==> src/rtl/mips_ctrl_pkg.sv <==
// Shared types and encodings for the multicycle MIPS sequencing controller.
package mips_ctrl_pkg;

  typedef enum logic [3:0] {
    RESET    = 4'd0,
    FETCH    = 4'd1,
    DECODE   = 4'd2,
    MEMADR   = 4'd3,
    MEMREAD  = 4'd4,
    MEMWB    = 4'd5,
    MEMWRITE = 4'd6,
    EXECUTE  = 4'd7,
    ALUWB    = 4'd8,
    BRANCH   = 4'd9,
    JUMP     = 4'd10,
    ADDIEX   = 4'd11,
    ADDIWB   = 4'd12,
    HALT     = 4'd13
  } state_t;

  localparam logic [5:0] OP_RTYPE = 6'b000000;
  localparam logic [5:0] OP_LW    = 6'b100011;
  localparam logic [5:0] OP_SW    = 6'b101011;
  localparam logic [5:0] OP_BEQ   = 6'b000100;
  localparam logic [5:0] OP_J     = 6'b000010;
  localparam logic [5:0] OP_ADDI  = 6'b001000;

  localparam logic [1:0] ALUOP_ADD   = 2'b00;
  localparam logic [1:0] ALUOP_SUB   = 2'b01;
  localparam logic [1:0] ALUOP_FUNCT = 2'b10;

  localparam logic [1:0] SRCB_B     = 2'b00;
  localparam logic [1:0] SRCB_FOUR  = 2'b01;
  localparam logic [1:0] SRCB_IMM   = 2'b10;
  localparam logic [1:0] SRCB_IMMSH = 2'b11;

  localparam logic [1:0] PCSRC_ALU    = 2'b00;
  localparam logic [1:0] PCSRC_ALUOUT = 2'b01;
  localparam logic [1:0] PCSRC_JUMP   = 2'b10;

  // Full datapath control word produced for one state.
  typedef struct packed {
    logic       PCWrite;
    logic       PCWriteCond;
    logic       IorD;
    logic       MemRead;
    logic       MemWrite;
    logic       IRWrite;
    logic       MemtoReg;
    logic [1:0] PCSource;
    logic [1:0] ALUOp;
    logic [1:0] ALUSrcB;
    logic       ALUSrcA;
    logic       RegWrite;
    logic       RegDst;
    logic       instr_done;
    logic       illegal_op;
  } ctrl_t;

  function automatic logic op_supported(input logic [5:0] op);
    return op inside {OP_RTYPE, OP_LW, OP_SW, OP_BEQ, OP_J, OP_ADDI};
  endfunction

endpackage

==> src/rtl/multicycle_control_if.sv <==
// Opcode/handshake inputs and datapath control outputs of the sequencing controller.
interface multicycle_control_if;
  logic [5:0] op;
  logic       mem_ready;
  logic       PCWrite;
  logic       PCWriteCond;
  logic       IorD;
  logic       MemRead;
  logic       MemWrite;
  logic       IRWrite;
  logic       MemtoReg;
  logic [1:0] PCSource;
  logic [1:0] ALUOp;
  logic [1:0] ALUSrcB;
  logic       ALUSrcA;
  logic       RegWrite;
  logic       RegDst;
  logic       instr_done;
  logic       illegal_op;

  modport master (
    input  op, mem_ready,
    output PCWrite, PCWriteCond, IorD, MemRead, MemWrite, IRWrite, MemtoReg,
           PCSource, ALUOp, ALUSrcB, ALUSrcA, RegWrite, RegDst, instr_done, illegal_op
  );

  modport slave (
    output op, mem_ready,
    input  PCWrite, PCWriteCond, IorD, MemRead, MemWrite, IRWrite, MemtoReg,
           PCSource, ALUOp, ALUSrcB, ALUSrcA, RegWrite, RegDst, instr_done, illegal_op
  );
endinterface

==> src/rtl/multicycle_control_decode.sv <==
// State to control-word decode; only FETCH/MEMWRITE look at mem_ready, only DECODE at op.
module mc_output_decode
  import mips_ctrl_pkg::*;
(
  input  state_t     state_i,
  input  logic [5:0] op_i,
  input  logic       mem_ready_i,
  output ctrl_t      ctrl_o
);

  // Per-state control word; anything not set stays 0 (RESET, HALT, illegal encodings).
  always_comb begin
    ctrl_o = '0;
    case (state_i)
      FETCH: begin
        ctrl_o.MemRead  = 1'b1;
        ctrl_o.ALUSrcB  = SRCB_FOUR;
        ctrl_o.ALUOp    = ALUOP_ADD;
        ctrl_o.PCSource = PCSRC_ALU;
        ctrl_o.IRWrite  = mem_ready_i;
        ctrl_o.PCWrite  = mem_ready_i;
      end
      DECODE: begin
        ctrl_o.ALUSrcB    = SRCB_IMMSH;
        ctrl_o.ALUOp      = ALUOP_ADD;
        ctrl_o.illegal_op = !op_supported(op_i);
      end
      MEMADR, ADDIEX: begin
        ctrl_o.ALUSrcA = 1'b1;
        ctrl_o.ALUSrcB = SRCB_IMM;
        ctrl_o.ALUOp   = ALUOP_ADD;
      end
      MEMREAD: begin
        ctrl_o.MemRead = 1'b1;
        ctrl_o.IorD    = 1'b1;
      end
      MEMWB: begin
        ctrl_o.RegWrite   = 1'b1;
        ctrl_o.MemtoReg   = 1'b1;
        ctrl_o.instr_done = 1'b1;
      end
      MEMWRITE: begin
        ctrl_o.MemWrite   = 1'b1;
        ctrl_o.IorD       = 1'b1;
        ctrl_o.instr_done = mem_ready_i;
      end
      EXECUTE: begin
        ctrl_o.ALUSrcA = 1'b1;
        ctrl_o.ALUSrcB = SRCB_B;
        ctrl_o.ALUOp   = ALUOP_FUNCT;
      end
      ALUWB: begin
        ctrl_o.RegWrite   = 1'b1;
        ctrl_o.RegDst     = 1'b1;
        ctrl_o.instr_done = 1'b1;
      end
      BRANCH: begin
        ctrl_o.ALUSrcA     = 1'b1;
        ctrl_o.ALUSrcB     = SRCB_B;
        ctrl_o.ALUOp       = ALUOP_SUB;
        ctrl_o.PCWriteCond = 1'b1;
        ctrl_o.PCSource    = PCSRC_ALUOUT;
        ctrl_o.instr_done  = 1'b1;
      end
      JUMP: begin
        ctrl_o.PCWrite    = 1'b1;
        ctrl_o.PCSource   = PCSRC_JUMP;
        ctrl_o.instr_done = 1'b1;
      end
      ADDIWB: begin
        ctrl_o.RegWrite   = 1'b1;
        ctrl_o.instr_done = 1'b1;
      end
      default: ;
    endcase
  end

endmodule

==> src/rtl/multicycle_control.sv <==
// Multicycle MIPS sequencer: state register and next-state logic; outputs decoded from state.
module multicycle_control
  import mips_ctrl_pkg::*;
#(
  parameter int unsigned STATE_W      = 4,
  parameter bit          ILLEGAL_TRAP = 1'b0
) (
  input  logic                 clk,
  input  logic                 rst_n,
  multicycle_control_if.master bus,
  output logic [STATE_W-1:0]   state_o
);

  state_t state_q, state_d;
  ctrl_t  ctrl;

  // Next-state selection; unreachable encodings fall back to RESET.
  always_comb begin
    state_d = RESET;
    case (state_q)
      RESET:    state_d = FETCH;
      FETCH:    state_d = bus.mem_ready ? DECODE : FETCH;
      DECODE: begin
        case (bus.op)
          OP_LW, OP_SW: state_d = MEMADR;
          OP_RTYPE:     state_d = EXECUTE;
          OP_BEQ:       state_d = BRANCH;
          OP_J:         state_d = JUMP;
          OP_ADDI:      state_d = ADDIEX;
          default:      state_d = ILLEGAL_TRAP ? HALT : FETCH;
        endcase
      end
      MEMADR:   state_d = (bus.op == OP_SW) ? MEMWRITE : MEMREAD;
      MEMREAD:  state_d = bus.mem_ready ? MEMWB : MEMREAD;
      MEMWB:    state_d = FETCH;
      MEMWRITE: state_d = bus.mem_ready ? FETCH : MEMWRITE;
      EXECUTE:  state_d = ALUWB;
      ALUWB:    state_d = FETCH;
      BRANCH:   state_d = FETCH;
      JUMP:     state_d = FETCH;
      ADDIEX:   state_d = ADDIWB;
      ADDIWB:   state_d = FETCH;
      HALT:     state_d = HALT;
      default:  state_d = RESET;
    endcase
  end

  // State register; async reset forces RESET, which decodes to all-zero outputs immediately.
  always_ff @(posedge clk or negedge rst_n) begin
    if (!rst_n) state_q <= RESET;
    else        state_q <= state_d;
  end

  mc_output_decode u_decode (
    .state_i     (state_q),
    .op_i        (bus.op),
    .mem_ready_i (bus.mem_ready),
    .ctrl_o      (ctrl)
  );

  assign bus.PCWrite     = ctrl.PCWrite;
  assign bus.PCWriteCond = ctrl.PCWriteCond;
  assign bus.IorD        = ctrl.IorD;
  assign bus.MemRead     = ctrl.MemRead;
  assign bus.MemWrite    = ctrl.MemWrite;
  assign bus.IRWrite     = ctrl.IRWrite;
  assign bus.MemtoReg    = ctrl.MemtoReg;
  assign bus.PCSource    = ctrl.PCSource;
  assign bus.ALUOp       = ctrl.ALUOp;
  assign bus.ALUSrcB     = ctrl.ALUSrcB;
  assign bus.ALUSrcA     = ctrl.ALUSrcA;
  assign bus.RegWrite    = ctrl.RegWrite;
  assign bus.RegDst      = ctrl.RegDst;
  assign bus.instr_done  = ctrl.instr_done;
  assign bus.illegal_op  = ctrl.illegal_op;

  assign state_o = STATE_W'(state_q);

endmodule

==> src/flat_wrapper.sv <==
// flat-port wrapper written by rule: the top's interface ports become plain ports
module multicycle_control_flat import mips_ctrl_pkg::*;
#(
  parameter int unsigned STATE_W      = 4,
  parameter bit          ILLEGAL_TRAP = 1'b0
)
  (clk, rst_n, state_o, bus_op, bus_mem_ready, bus_PCWrite, bus_PCWriteCond, bus_IorD, bus_MemRead, bus_MemWrite, bus_IRWrite, bus_MemtoReg, bus_PCSource, bus_ALUOp, bus_ALUSrcB, bus_ALUSrcA, bus_RegWrite, bus_RegDst, bus_instr_done, bus_illegal_op);
  multicycle_control_if bus_i ();
  input  logic clk;
  input  logic rst_n;
  output logic [STATE_W-1:0] state_o;
  input wire logic [$bits(bus_i.op)-1:0] bus_op;
  input wire logic [$bits(bus_i.mem_ready)-1:0] bus_mem_ready;
  output wire logic [$bits(bus_i.PCWrite)-1:0] bus_PCWrite;
  output wire logic [$bits(bus_i.PCWriteCond)-1:0] bus_PCWriteCond;
  output wire logic [$bits(bus_i.IorD)-1:0] bus_IorD;
  output wire logic [$bits(bus_i.MemRead)-1:0] bus_MemRead;
  output wire logic [$bits(bus_i.MemWrite)-1:0] bus_MemWrite;
  output wire logic [$bits(bus_i.IRWrite)-1:0] bus_IRWrite;
  output wire logic [$bits(bus_i.MemtoReg)-1:0] bus_MemtoReg;
  output wire logic [$bits(bus_i.PCSource)-1:0] bus_PCSource;
  output wire logic [$bits(bus_i.ALUOp)-1:0] bus_ALUOp;
  output wire logic [$bits(bus_i.ALUSrcB)-1:0] bus_ALUSrcB;
  output wire logic [$bits(bus_i.ALUSrcA)-1:0] bus_ALUSrcA;
  output wire logic [$bits(bus_i.RegWrite)-1:0] bus_RegWrite;
  output wire logic [$bits(bus_i.RegDst)-1:0] bus_RegDst;
  output wire logic [$bits(bus_i.instr_done)-1:0] bus_instr_done;
  output wire logic [$bits(bus_i.illegal_op)-1:0] bus_illegal_op;
  assign bus_i.op = bus_op;
  assign bus_i.mem_ready = bus_mem_ready;
  assign bus_PCWrite = bus_i.PCWrite;
  assign bus_PCWriteCond = bus_i.PCWriteCond;
  assign bus_IorD = bus_i.IorD;
  assign bus_MemRead = bus_i.MemRead;
  assign bus_MemWrite = bus_i.MemWrite;
  assign bus_IRWrite = bus_i.IRWrite;
  assign bus_MemtoReg = bus_i.MemtoReg;
  assign bus_PCSource = bus_i.PCSource;
  assign bus_ALUOp = bus_i.ALUOp;
  assign bus_ALUSrcB = bus_i.ALUSrcB;
  assign bus_ALUSrcA = bus_i.ALUSrcA;
  assign bus_RegWrite = bus_i.RegWrite;
  assign bus_RegDst = bus_i.RegDst;
  assign bus_instr_done = bus_i.instr_done;
  assign bus_illegal_op = bus_i.illegal_op;
  multicycle_control #(.STATE_W(STATE_W), .ILLEGAL_TRAP(ILLEGAL_TRAP)) u_core (.clk(clk), .rst_n(rst_n), .bus(bus_i), .state_o(state_o));
endmodule
==> config.mk <==
export PLATFORM = sky130hd
export DESIGN_NAME = multicycle_control_flat
export DESIGN_NICKNAME = d
export VERILOG_FILES = /design/src/rtl/mips_ctrl_pkg.sv /design/src/rtl/multicycle_control_if.sv /design/src/rtl/multicycle_control_decode.sv /design/src/rtl/multicycle_control.sv /design/src/flat_wrapper.sv
export SDC_FILE = /design/constraint.sdc
export NUM_CORES = 1
export LEC_CHECK = 0
export CORE_MARGIN = 10
export CORE_UTILIZATION = 35
export CTS_BUF_LIST = sky130_fd_sc_hd__clkbuf_8
export DETAILED_ROUTE_END_ITERATION = 10
export GPL_ROUTABILITY_DRIVEN = 0
export PLACE_DENSITY = 0.82
export RECOVER_POWER = 50
export SLEW_MARGIN = 20
export SYNTH_ARGS = -nofsm -noshare
export SYNTH_HDL_FRONTEND = slang
export SYNTH_SLANG_ARGS = --single-unit
==> constraint.sdc <==
create_clock -name clk -period 3.8 [get_ports clk]
set_input_delay 0.38 -clock clk [delete_from_list [all_inputs] [get_ports clk]]
set_output_delay 0.38 -clock clk [all_outputs]
set_load 0.03 [all_outputs]
==> impl_results.md <==
- Hpwl dp: between 1000 and 1500 um
- Initial antenna violation count: 0
- Mapped cell area: around 520 um2
- Worst Skew: around 0.006 ns
- Core area: 1350 um2
- Async S/R FF share, synth: 1.00
- Setup TNS: 0 ns
- Worst-Margin Slew: between 0.4 and 0.5 ns
- LEAKAGE: ~0.35 nW
- RSZ-0062 raised after global routing: false
- Mean Syn Cell Area: around 7.0 um2
- Tcrit/Tclk final: 0.734
- Max Cap Viol: 0
- Worst EP arrival: about 2.4 ns
- Worst VDD drop: ~0.31 mV
- Clk buf depth: 2
- Worst reg-to-reg setup slack: 2.09 ns
- Adder-cell area share of the yosys netlist: 0.0191
- Ant. Diodes: 0
- Clk_lat worst skew: roughly 0.22 ns
- Sw frac: 0.518
- Mux contribution to synthesized area: 0
- Crit Reg-Reg Endpoint: u_core.state_o[3]
- Vias in the first global route: a little over 600
- Num CTS Buffers: 3
- Detail Route Antenna Nets: 0
- CTS sink cnt: 4
- Post-Synth XOR/XNOR Area: 0.0335
- Area Growth Syn to Fin: 61.7%
- Yosys warnings: 0
- Critical path startpoint: bus_op[0]
- Post-route insts no fill: between 100 and 150
- Unique masters post-synth: 30
- CTS hold repair buffers: 0
- Setup Viol. Count Final: 0
- Max reg flops: 4
- Register bit total from synthesis: 4
- Global Route Usage Sum: 0.106
- First-pass GRT wire length: ~3000 um
- CTS resizes: 0
- Post-synthesis cell count: 75
- Final hold violation count: 0
- Worst Slack Setup Final: ~1.0 ns
- Most common cell after layout, fill and taps aside: clkdlybuf4s50_1
- Cell Int Power: about 0.31 mW
- Routed len/inst: 14.9 um
- Htree depth: 1
- Global route overflow: 0
- Combinational share of power: 0.684
- Post-synth EDFFs: 0
- Setup crit end kind: primary output
- Sequential Power Share: 0.174
- Reg2reg path depth: 4
- Commonest register cell after synthesis: dfrtp_1
- Worst-case hold slack: 0.431 ns
- DIE HEIGHT: 58.7 um
- Slew headroom: 0.681
- DP Area: 812 um2
- Inst Count DP: 114
- Post-route DRC: 0
- Fraction of layout cells with a size suffix above 1: 0.0490
- Layout Cell Area excl Fill: between 800 and 900 um2
- Reg clk slew, reported paths: around 0.030 ns
- Starting Density: 0.387
- Commonest cells after routing, fill and taps aside: clkdlybuf4s50_1 (21), nor2_1 (13), dlygate4sd3_1 (9), o21ai_0 (8)
- PD cells: 763 nW/um2
- CTS tree: yes
- Kind of critical path: in2out
- Row Count: 13
- Dpl ws: 1.10 ns
- Largest family of logic cells by synthesized area: simple AND/OR/NAND/NOR gates
- Crit path to: bus_illegal_op
- R2R Path Start: u_core.state_o[0]
- Drt first pass iters: 4
- Final Max Tran Viols: 0
- Final Critical Period: between 2 and 3 ns
- Root buf cell: clkbuf_8
- Peak Freq: about 0.36 GHz
- Worst-path maximum fanout: 6
- Layout Nets: between 100 and 150
- # IOs: 31
- Post-synthesis sequential area ratio: 0.191
- Synth Area in Compound Gates: 0.304
- Die X-Extent: between 50 and 60 um
- Post-CTS Setup Bufs: 0
- Via-per-instance ratio: about 5.5
- Vias: 649
- WL final: approximately 1700 um
- Full die area: between 3000 and 4000 um2
- Largest net degree at the start of global routing: 16
- Syn Nets: 84
- Run status: finished clean
- Worst path required time: 3.42 ns
- Net switching power: ~0.33 mW
- Port Buffer Count: 30
- Clock Power Share: 0.142
- Hold Crit Class: in2async
- Setup crit start kind: primary input
- Drt initial violations: 15
- Post-Synth Simple-Gate Area: 0.373
[synth_stat cells, drive strengths merged (3+ instances only)]
| cell | instances | area, um2 |
|---|---|---|
| nand2b | 5 | 53.8 |
| buf | 4 | 22.5 |
| nand3 | 3 | 15.0 |
| a21oi | 4 | 20.0 |
| inv | 3 | 11.3 |
| o21ai | 9 | 45.0 |
| nor2b | 3 | 18.8 |
| nor3 | 4 | 20.0 |
| a21boi | 3 | 22.5 |
| nor2 | 13 | 48.8 |
| nand2 | 3 | 11.3 |
| dfrtp | 4 | 100 |
[layer usage]
layer	GRT usage	routed length (um)
met5	0	0
met4	0.0590	25
met1	0.115	653
met2	0.162	815
met3	0.0558	246
[stage by stage]
stage          total power [mW]  utilization
6_report                  0.646        0.627
5_1_grt                   0.695        0.627
4_1_cts                   0.666        0.632
3_5_place_dp              0.573        0.601
3_3_place_gp              0.571        0.601
2_1_floorplan             0.396            -
[cell families (layout without fill, tap and decap cells)]
logic type / Yosys count / in the layout
simple gates: 35 / 35
flops: 4 / 4
buf+inv: 9 / 36
fa+ha+maj: 1 / 1
xor+xnor: 2 / 2
compound gates: 24 / 24
[critical path, cell delays in order]
cell and delay, ns:
dlygate4sd3_1 0.61, and2_1 0.16, o21ai_0 0.20, a21boi_0 0.12, a211oi_1 0.23, clkdlybuf4s50_1 0.71
[worst min-delay path by stage]
stage,start,end
6_report,rst_n,u_core.state_o[2]
5_1_grt,rst_n,u_core.state_o[2]
4_1_cts,rst_n,u_core.state_o[2]
3_5_place_dp,rst_n,u_core.state_o[2]
3_3_place_gp,rst_n,u_core.state_o[2]
2_1_floorplan,rst_n,u_core.state_o[0]
[layout make-up]
type | count | area, um2
Fill cell | 128 | 504
Multi-Input combinational cell | 62 | 374
Timing Repair Buffer | 30 | 300
Sequential cell | 4 | 100
Clock buffer | 3 | 41.3
Tap cell | 15 | 18.8
Inverter | 3 | 11.3
[power groups by stage]
stage	clock, mW	combinational (mW)	sequential [mW]
after floorplan	0	0.289	0.107
after global placement	0	0.456	0.115
after detailed placement	0	0.457	0.116
after CTS	0.0937	0.458	0.115
after global routing	0.0972	0.478	0.120
final	0.0919	0.441	0.112
Note: power is estimated with default switching activity, not from simulation.
